==> src/rtl/load_store_unit.sv <==
// Load/store unit between the core and a word-only data memory. Byte/halfword stores
// run a two-cycle read-modify-write; misaligned, out-of-range and illegal requests are
// blocked, flagged and counted in a saturating counter.
module load_store_unit #(
    parameter int unsigned MEM_WORDS = 64,
    parameter int unsigned CNT_W     = 8
) (
    input  logic             CLK,
    input  logic             RST,
    input  logic             LD_EN,
    input  logic             ST_EN,
    input  logic [2:0]       FUNCT3,
    input  logic [31:0]      ADDR,
    input  logic [31:0]      WDATA,
    output logic [31:0]      LOAD_DATA,
    output logic             STALL,
    output logic             FAULT,
    output logic [CNT_W-1:0] FAULT_CNT,
    output logic             MEMR,
    output logic             MEMW,
    output logic [31:0]      MEM_ADDRESS,
    output logic [31:0]      MEM_DATA_W,
    input  logic [31:0]      MEM_DATA_R
);

    localparam int unsigned IdxW = (MEM_WORDS > 1) ? $clog2(MEM_WORDS) : 1;

    typedef enum logic [0:0] {StIdle, StRmwWr} state_e;

    state_e           state_q, state_d;
    logic [31:0]      merge_q, merge_d;
    logic [IdxW-1:0]  idx_q, idx_d;
    logic [CNT_W-1:0] cnt_q, cnt_d;

    logic [29:0] word_idx;
    logic        illegal;
    logic        misaligned;
    logic        out_of_range;
    logic        fault;
    logic [7:0]  byte_lane;
    logic [15:0] half_lane;
    logic [31:0] load_ext;
    logic [31:0] merged;

    assign word_idx = ADDR[31:2];

    // Request legality: funct3 decode, alignment and range; only meaningful in StIdle.
    always_comb begin
        illegal    = 1'b0;
        misaligned = 1'b0;
        case (FUNCT3)
            3'b000:  illegal = 1'b0;
            3'b001:  misaligned = ADDR[0];
            3'b010:  misaligned = (ADDR[1:0] != 2'b00);
            3'b100:  illegal = ST_EN;
            3'b101: begin
                illegal    = ST_EN;
                misaligned = ADDR[0];
            end
            default: illegal = 1'b1;
        endcase
        out_of_range = ({2'b00, word_idx} >= 32'(MEM_WORDS));
        fault        = (state_q == StIdle) & (LD_EN | ST_EN) &
                       ((LD_EN & ST_EN) | illegal | misaligned | out_of_range);
    end

    // Lane extraction and sign/zero extension of the read word for loads.
    always_comb begin
        case (ADDR[1:0])
            2'd0:    byte_lane = MEM_DATA_R[7:0];
            2'd1:    byte_lane = MEM_DATA_R[15:8];
            2'd2:    byte_lane = MEM_DATA_R[23:16];
            default: byte_lane = MEM_DATA_R[31:24];
        endcase
        half_lane = ADDR[1] ? MEM_DATA_R[31:16] : MEM_DATA_R[15:0];
        case (FUNCT3)
            3'b000:  load_ext = {{24{byte_lane[7]}}, byte_lane};
            3'b001:  load_ext = {{16{half_lane[15]}}, half_lane};
            3'b010:  load_ext = MEM_DATA_R;
            3'b100:  load_ext = {24'h0, byte_lane};
            3'b101:  load_ext = {16'h0, half_lane};
            default: load_ext = 32'h0;
        endcase
    end

    // Old word with the addressed byte (SB) or halfword (SH) replaced by store data.
    always_comb begin
        merged = MEM_DATA_R;
        if (!FUNCT3[0]) begin
            case (ADDR[1:0])
                2'd0:    merged[7:0]   = WDATA[7:0];
                2'd1:    merged[15:8]  = WDATA[7:0];
                2'd2:    merged[23:16] = WDATA[7:0];
                default: merged[31:24] = WDATA[7:0];
            endcase
        end else if (ADDR[1]) begin
            merged[31:16] = WDATA[15:0];
        end else begin
            merged[15:0] = WDATA[15:0];
        end
    end

    // Next-state and memory-side outputs; everything is quiet while RST is high.
    always_comb begin
        state_d     = state_q;
        merge_d     = merge_q;
        idx_d       = idx_q;
        cnt_d       = cnt_q;
        MEMR        = 1'b0;
        MEMW        = 1'b0;
        STALL       = 1'b0;
        FAULT       = 1'b0;
        LOAD_DATA   = 32'h0;
        MEM_ADDRESS = {2'b00, word_idx};
        MEM_DATA_W  = WDATA;
        if (!RST) begin
            unique case (state_q)
                StIdle: begin
                    if (fault) begin
                        FAULT = 1'b1;
                        if (cnt_q != {CNT_W{1'b1}}) begin
                            cnt_d = cnt_q + CNT_W'(1);
                        end
                    end else if (LD_EN) begin
                        MEMR      = 1'b1;
                        LOAD_DATA = load_ext;
                    end else if (ST_EN) begin
                        if (FUNCT3 == 3'b010) begin
                            MEMW = 1'b1;
                        end else begin
                            // First half of RMW: read the old word and stall the core.
                            MEMR    = 1'b1;
                            STALL   = 1'b1;
                            merge_d = merged;
                            idx_d   = word_idx[IdxW-1:0];
                            state_d = StRmwWr;
                        end
                    end
                end
                StRmwWr: begin
                    MEMW        = 1'b1;
                    MEM_DATA_W  = merge_q;
                    MEM_ADDRESS = 32'(idx_q);
                    state_d     = StIdle;
                end
                default: state_d = StIdle;
            endcase
        end
    end

    // State, merge word, latched index and fault counter.
    always_ff @(posedge CLK or posedge RST) begin
        if (RST) begin
            state_q <= StIdle;
            merge_q <= 32'h0;
            idx_q   <= '0;
            cnt_q   <= '0;
        end else begin
            state_q <= state_d;
            merge_q <= merge_d;
            idx_q   <= idx_d;
            cnt_q   <= cnt_d;
        end
    end

    assign FAULT_CNT = cnt_q;

endmodule

==> config.mk <==
export PLATFORM = sky130hd
export DESIGN_NAME = load_store_unit
export DESIGN_NICKNAME = d
export VERILOG_FILES = /design/src/rtl/load_store_unit.sv
export SDC_FILE = /design/constraint.sdc
export NUM_CORES = 1
export LEC_CHECK = 0
export BUFFER_PORTS_ARGS = -buffer_cell sky130_fd_sc_hd__buf_4
export CAP_MARGIN = 40
export CORE_ASPECT_RATIO = 0.75
export CORE_MARGIN = 5
export CORE_UTILIZATION = 30
export CTS_CLUSTER_DIAMETER = 40
export DETAILED_ROUTE_END_ITERATION = 16
export PLACE_DENSITY = 0.56
export SLEW_MARGIN = 30
export SYNTH_ARGS = -nofsm -noshare
export SYNTH_HDL_FRONTEND = slang
export SYNTH_SLANG_ARGS = --single-unit
export TNS_END_PERCENT = 10
==> constraint.sdc <==
create_clock -name CLK -period 1.9 [get_ports CLK]
set_input_delay 0 -clock CLK [delete_from_list [all_inputs] [get_ports CLK]]
set_output_delay 0 -clock CLK [all_outputs]
set_load 0.01 [all_outputs]
==> results.tsv <==
stage	metric	value	unit
timing	final setup skew	0.00539	ns
synthesis	number of enable-type register cells in the synthesized netlist	0	
min_path	worst min-delay path endpoint	state_q	
timing	hold violation total from the final report	0	
timing	Slew Viols, Final	0	
global_route	overall fraction of global-route tracks in use	20.5	%
synthesis	Mapped Avg Cell Area	9.95	µm²
global_route	wire length of the first global-routing pass	24500	µm
clocking	Root Buffer	sky130_fd_sc_hd__clkbuf_16	
timing	measured slew at the worst slew-check pin	0.803	ns
route	DRC violation total after the first TritonRoute iteration	396	
timing	relative slew slack	46.2	%
critical_path	setup slack of the most critical reg-to-reg path	0.20	ns
place	area of placed instances	5840	µm²
critical_path	startpoint class of the critical path	input port	
critical_path	origin of the critical flop-to-flop path	state_q	
finish	Antenna Cells	0	
floorplan	Die Span Y	109	µm
min_path	depth of the worst hold-timing path	3	
timing	# setup viols final	1	
clocking	CTS H-tree depth	2	
timing	time the final worst path needs with I/O delays and setup	1.91	ns
synthesis	library cell with the highest instance count after synthesis	sky130_fd_sc_hd__mux2_2	
finish	layout-stage area growth over the synthesis result	60.1	%
timing	total negative slack for setup checks	-0.0141	ns
critical_path	element type at the critical path end	primary output	
timing	unrepaired setup endpoints after global routing	yes	
critical_path	critical register-to-register path endpoint	idx_q[5]	
synthesis	number of flip-flops and latches in the synthesized netlist	47	
global_route	remaining global-route overflow	0	
floorplan	die outline width	142	µm
synthesis	gate count of the mapped netlist	391	
synthesis	proportion of register bits with asynchronous set or reset after synthesis	100	%
route	Detail Route Antenna Nets	0	
synthesis	leading register cell type out of synthesis	sky130_fd_sc_hd__dfrtp_1	
route	vias per std cell	5.39	
finish	total non-filler cell area in the finished layout	6230	µm²
clocking	TritonCTS Buffers	5	
critical_path	highest fanout seen on the critical path	8	
critical_path	cell breakdown of the critical path	buf_4 > nor4_1 > o2111ai_2 > a2111oi_4 > buf_4 > nand3_4 > buf_12 > a31oi_1 > buf_4	
timing	highest clock rate	0.522	GHz
place	number of buffers inserted by port buffering	208	
floorplan	total die area	15400	µm²
global_route	antenna violations before repair	0	
run	max cap viols	0	
clocking	later-pin clock latency in the skew report	0.29	ns
timing	final worst slack	-0.0141	ns
synthesis	library cell occupying the most area in the post-synthesis netlist	sky130_fd_sc_hd__dfrtp_1	
synthesis	top-area cell type share of the netlist area	30.2	%
clocking	count of clock tree sinks	47	
route	drt pass-1 iters	5	
min_path	HP Class	input port to register	
synthesis	most used standard cells in the synthesized netlist	sky130_fd_sc_hd__mux2_2, sky130_fd_sc_hd__dfrtp_1, sky130_fd_sc_hd__a21oi_1, sky130_fd_sc_hd__nand2_1, sky130_fd_sc_hd__and2_1	
floorplan	Top-Level Pins	211	
finish	Final #Nets	726	
synthesis	number of distinct standard cells referenced by the synthesized netlist	44	
synthesis	Warnings, synthesis	0	
place	HPWL after detailed placement	12600	µm
pwr	Max IR drop VDD	0.000504	V
critical_path	number of cells on the worst reg-to-reg path	4	
critical_path	crit path DAT	1.91	ns
finish	fill cell instance count of the final layout	1252	
timing	period utilisation layout	101	%
clocking	CTS tree	yes	
outcome	status	finished with violations	
outcome	violations in the final reports	setup timing	
critical_path	delay of the slowest cell on the worst path	0.39	ns
route	Wirelength per Cell	21.5	µm
route	DRC errors left	0	
synthesis	Mapped Area	3890	µm²
place	GP Congestion	0.835	
clocking	CTS max path bufs	2	
min_path	Min-Delay Startpoint	ST_EN	
floorplan	effective utilization at floorplan	30.3	%
route	post-detailed-routing wire length	17100	µm
pwr	leakage power	2.92	nW
floorplan	row count	36	
clocking	Clk pin slew, worst setup/hold paths	0.06	ns
route	total vias in the final route	4276	
synthesis	largest cells by area after synthesis	sky130_fd_sc_hd__dfrtp_1, sky130_fd_sc_hd__mux2_2, sky130_fd_sc_hd__mux2_4, sky130_fd_sc_hd__a22oi_1, sky130_fd_sc_hd__mux4_2	
pwr	pwr/cell area	499	nW/µm²
critical_path	library cell contributing the largest single delay on the critical path	sky130_fd_sc_hd__nor4_1	
global_route	vias in the first global route	4189	
global_route	largest net degree at the start of global routing	48	
critical_path	kind of critical path	input port to primary output	
critical_path	cell with the most instances on the worst path	sky130_fd_sc_hd__buf_4	
synthesis	post-synthesis sequential area ratio	30.2	%
place	worst setup slack before clock tree synthesis	-0.133	ns
floorplan	core area	12800	µm²
finish	proportion of layout cells with a drive suffix above 1	60.6	%
critical_path	data required time of the worst path	1.90	ns
[cell families after synthesis]
logic type | Yosys count | synth area share [%]
AOI/OAI and AO/OA | 97 | 16.2
DFF | 47 | 30.2
adders and majority gates | 1 | 0.321
muxes | 102 | 33.7
and+or+nand+nor | 99 | 13.1
xor gates and xnor gates | 7 | 1.58
buffers and inverters | 37 | 4.79
other | 1 | 0.0964
[how the worst max path moves through the flow]
stage	from	end	slack, ns	cells past startpoint
2_1_floorplan	RST	MEM_DATA_W[10]	0.06	4
3_3_place_gp	ADDR[15]	idx_q[5]	-0.13	8
3_5_place_dp	ADDR[15]	merge_q[13]	-0.13	8
4_1_cts	ADDR[2]	LOAD_DATA[5]	0.01	9
5_1_grt	ADDR[15]	LOAD_DATA[11]	-0.08	10
6_report	ADDR[14]	LOAD_DATA[15]	-0.01	9
[state kept, by name, summed over array words and instances (netlist names)]
name       count
merge_q       32
FAULT_CNT      8
state_q        1
idx_q          6
[cells in the final DEF (no fill, tap or decap), types with 2 or more instances in the layout]
cell type	netlist	layout
sky130_fd_sc_hd__dfrtp_1	47	47
sky130_fd_sc_hd__nor4_2	0	2
sky130_fd_sc_hd__o22ai_1	15	14
sky130_fd_sc_hd__a222oi_1	7	7
sky130_fd_sc_hd__mux2_4	20	20
sky130_fd_sc_hd__dlygate4sd3_1	0	7
sky130_fd_sc_hd__xor2_1	7	7
sky130_fd_sc_hd__nor3_1	4	4
sky130_fd_sc_hd__nand2_1	29	28
sky130_fd_sc_hd__and2_1	25	25
sky130_fd_sc_hd__o21ai_0	11	11
sky130_fd_sc_hd__a22o_1	2	2
sky130_fd_sc_hd__buf_4	4	239
sky130_fd_sc_hd__a22oi_1	24	24
sky130_fd_sc_hd__buf_12	0	5
sky130_fd_sc_hd__a21oi_2	0	9
sky130_fd_sc_hd__mux2_2	73	73
sky130_fd_sc_hd__inv_1	6	5
sky130_fd_sc_hd__nor2_2	0	2
sky130_fd_sc_hd__mux4_2	8	8
sky130_fd_sc_hd__conb_1	1	2
sky130_fd_sc_hd__nor4_1	6	3
sky130_fd_sc_hd__clkbuf_16	0	7
sky130_fd_sc_hd__nor2_1	18	16
sky130_fd_sc_hd__nand3_1	4	3
sky130_fd_sc_hd__nand4_1	4	4
sky130_fd_sc_hd__a21oi_1	31	22
[worst max-delay path, delay by kind of cell]
kind,cells,cell delay (ns)
AOI/OAI and AO/OA,3,0.70
buffers and inverters,4,0.68
and+or+nand+nor,2,0.53
[power breakdown]
group / switching, mW / internal [mW] / leakage (nW)
clock network: 0.385 / 0.515 / 0.0727
logic: 0.503 / 0.557 / 2.20
registers: 0.0851 / 1.07 / 0.646
[metrics by stage]
stage / cells / hold WS (ns) / utilization (%) / power, mW
after floorplan: 392 / 0.0275 / - / 1.61
after CTS: 788 / 0.0748 / 47.3 / 3.12
final: 793 / 0.0789 / 48.5 / 3.11
after global placement: 774 / 0.246 / 45.5 / 2.18
after detailed placement: 774 / 0.257 / 45.5 / 2.20
after global routing: 793 / 0.0921 / 48.5 / 3.27
[routing by layer]
metal | up-vias | routed length, µm | global-route usage [%]
li1 | 1943 | - | -
met1 | 2064 | 7520 | 29.1
met2 | 257 | 7580 | 30.4
met3 | 12 | 1800 | 7.28
met4 | 0 | 174 | 3.90
met5 | - | 0 | 0
[repair_timing]
action,4_1_cts,5_1_grt
buffers inserted,0,2
pin swaps,2,3
endpoints found under the hold margin,54,0
gates resized for setup,3,17
hold buffers,7,0
gates cloned,0,3
endpoints found under the setup margin,15,32
[cell type report]
type                    instances  area, µm²  share of cell area, %
flip-flops and latches         47       1180                   18.9
inverters                       6       26.3                  0.422
clock buffers                   6        139                   2.23
well taps                     171        214                   3.43
multi-input cells             308       2640                   42.4
repair buffers                254       2030                   32.5
clock inverters                 1       5.00                 0.0803
(Power assumes the default switching activity.)
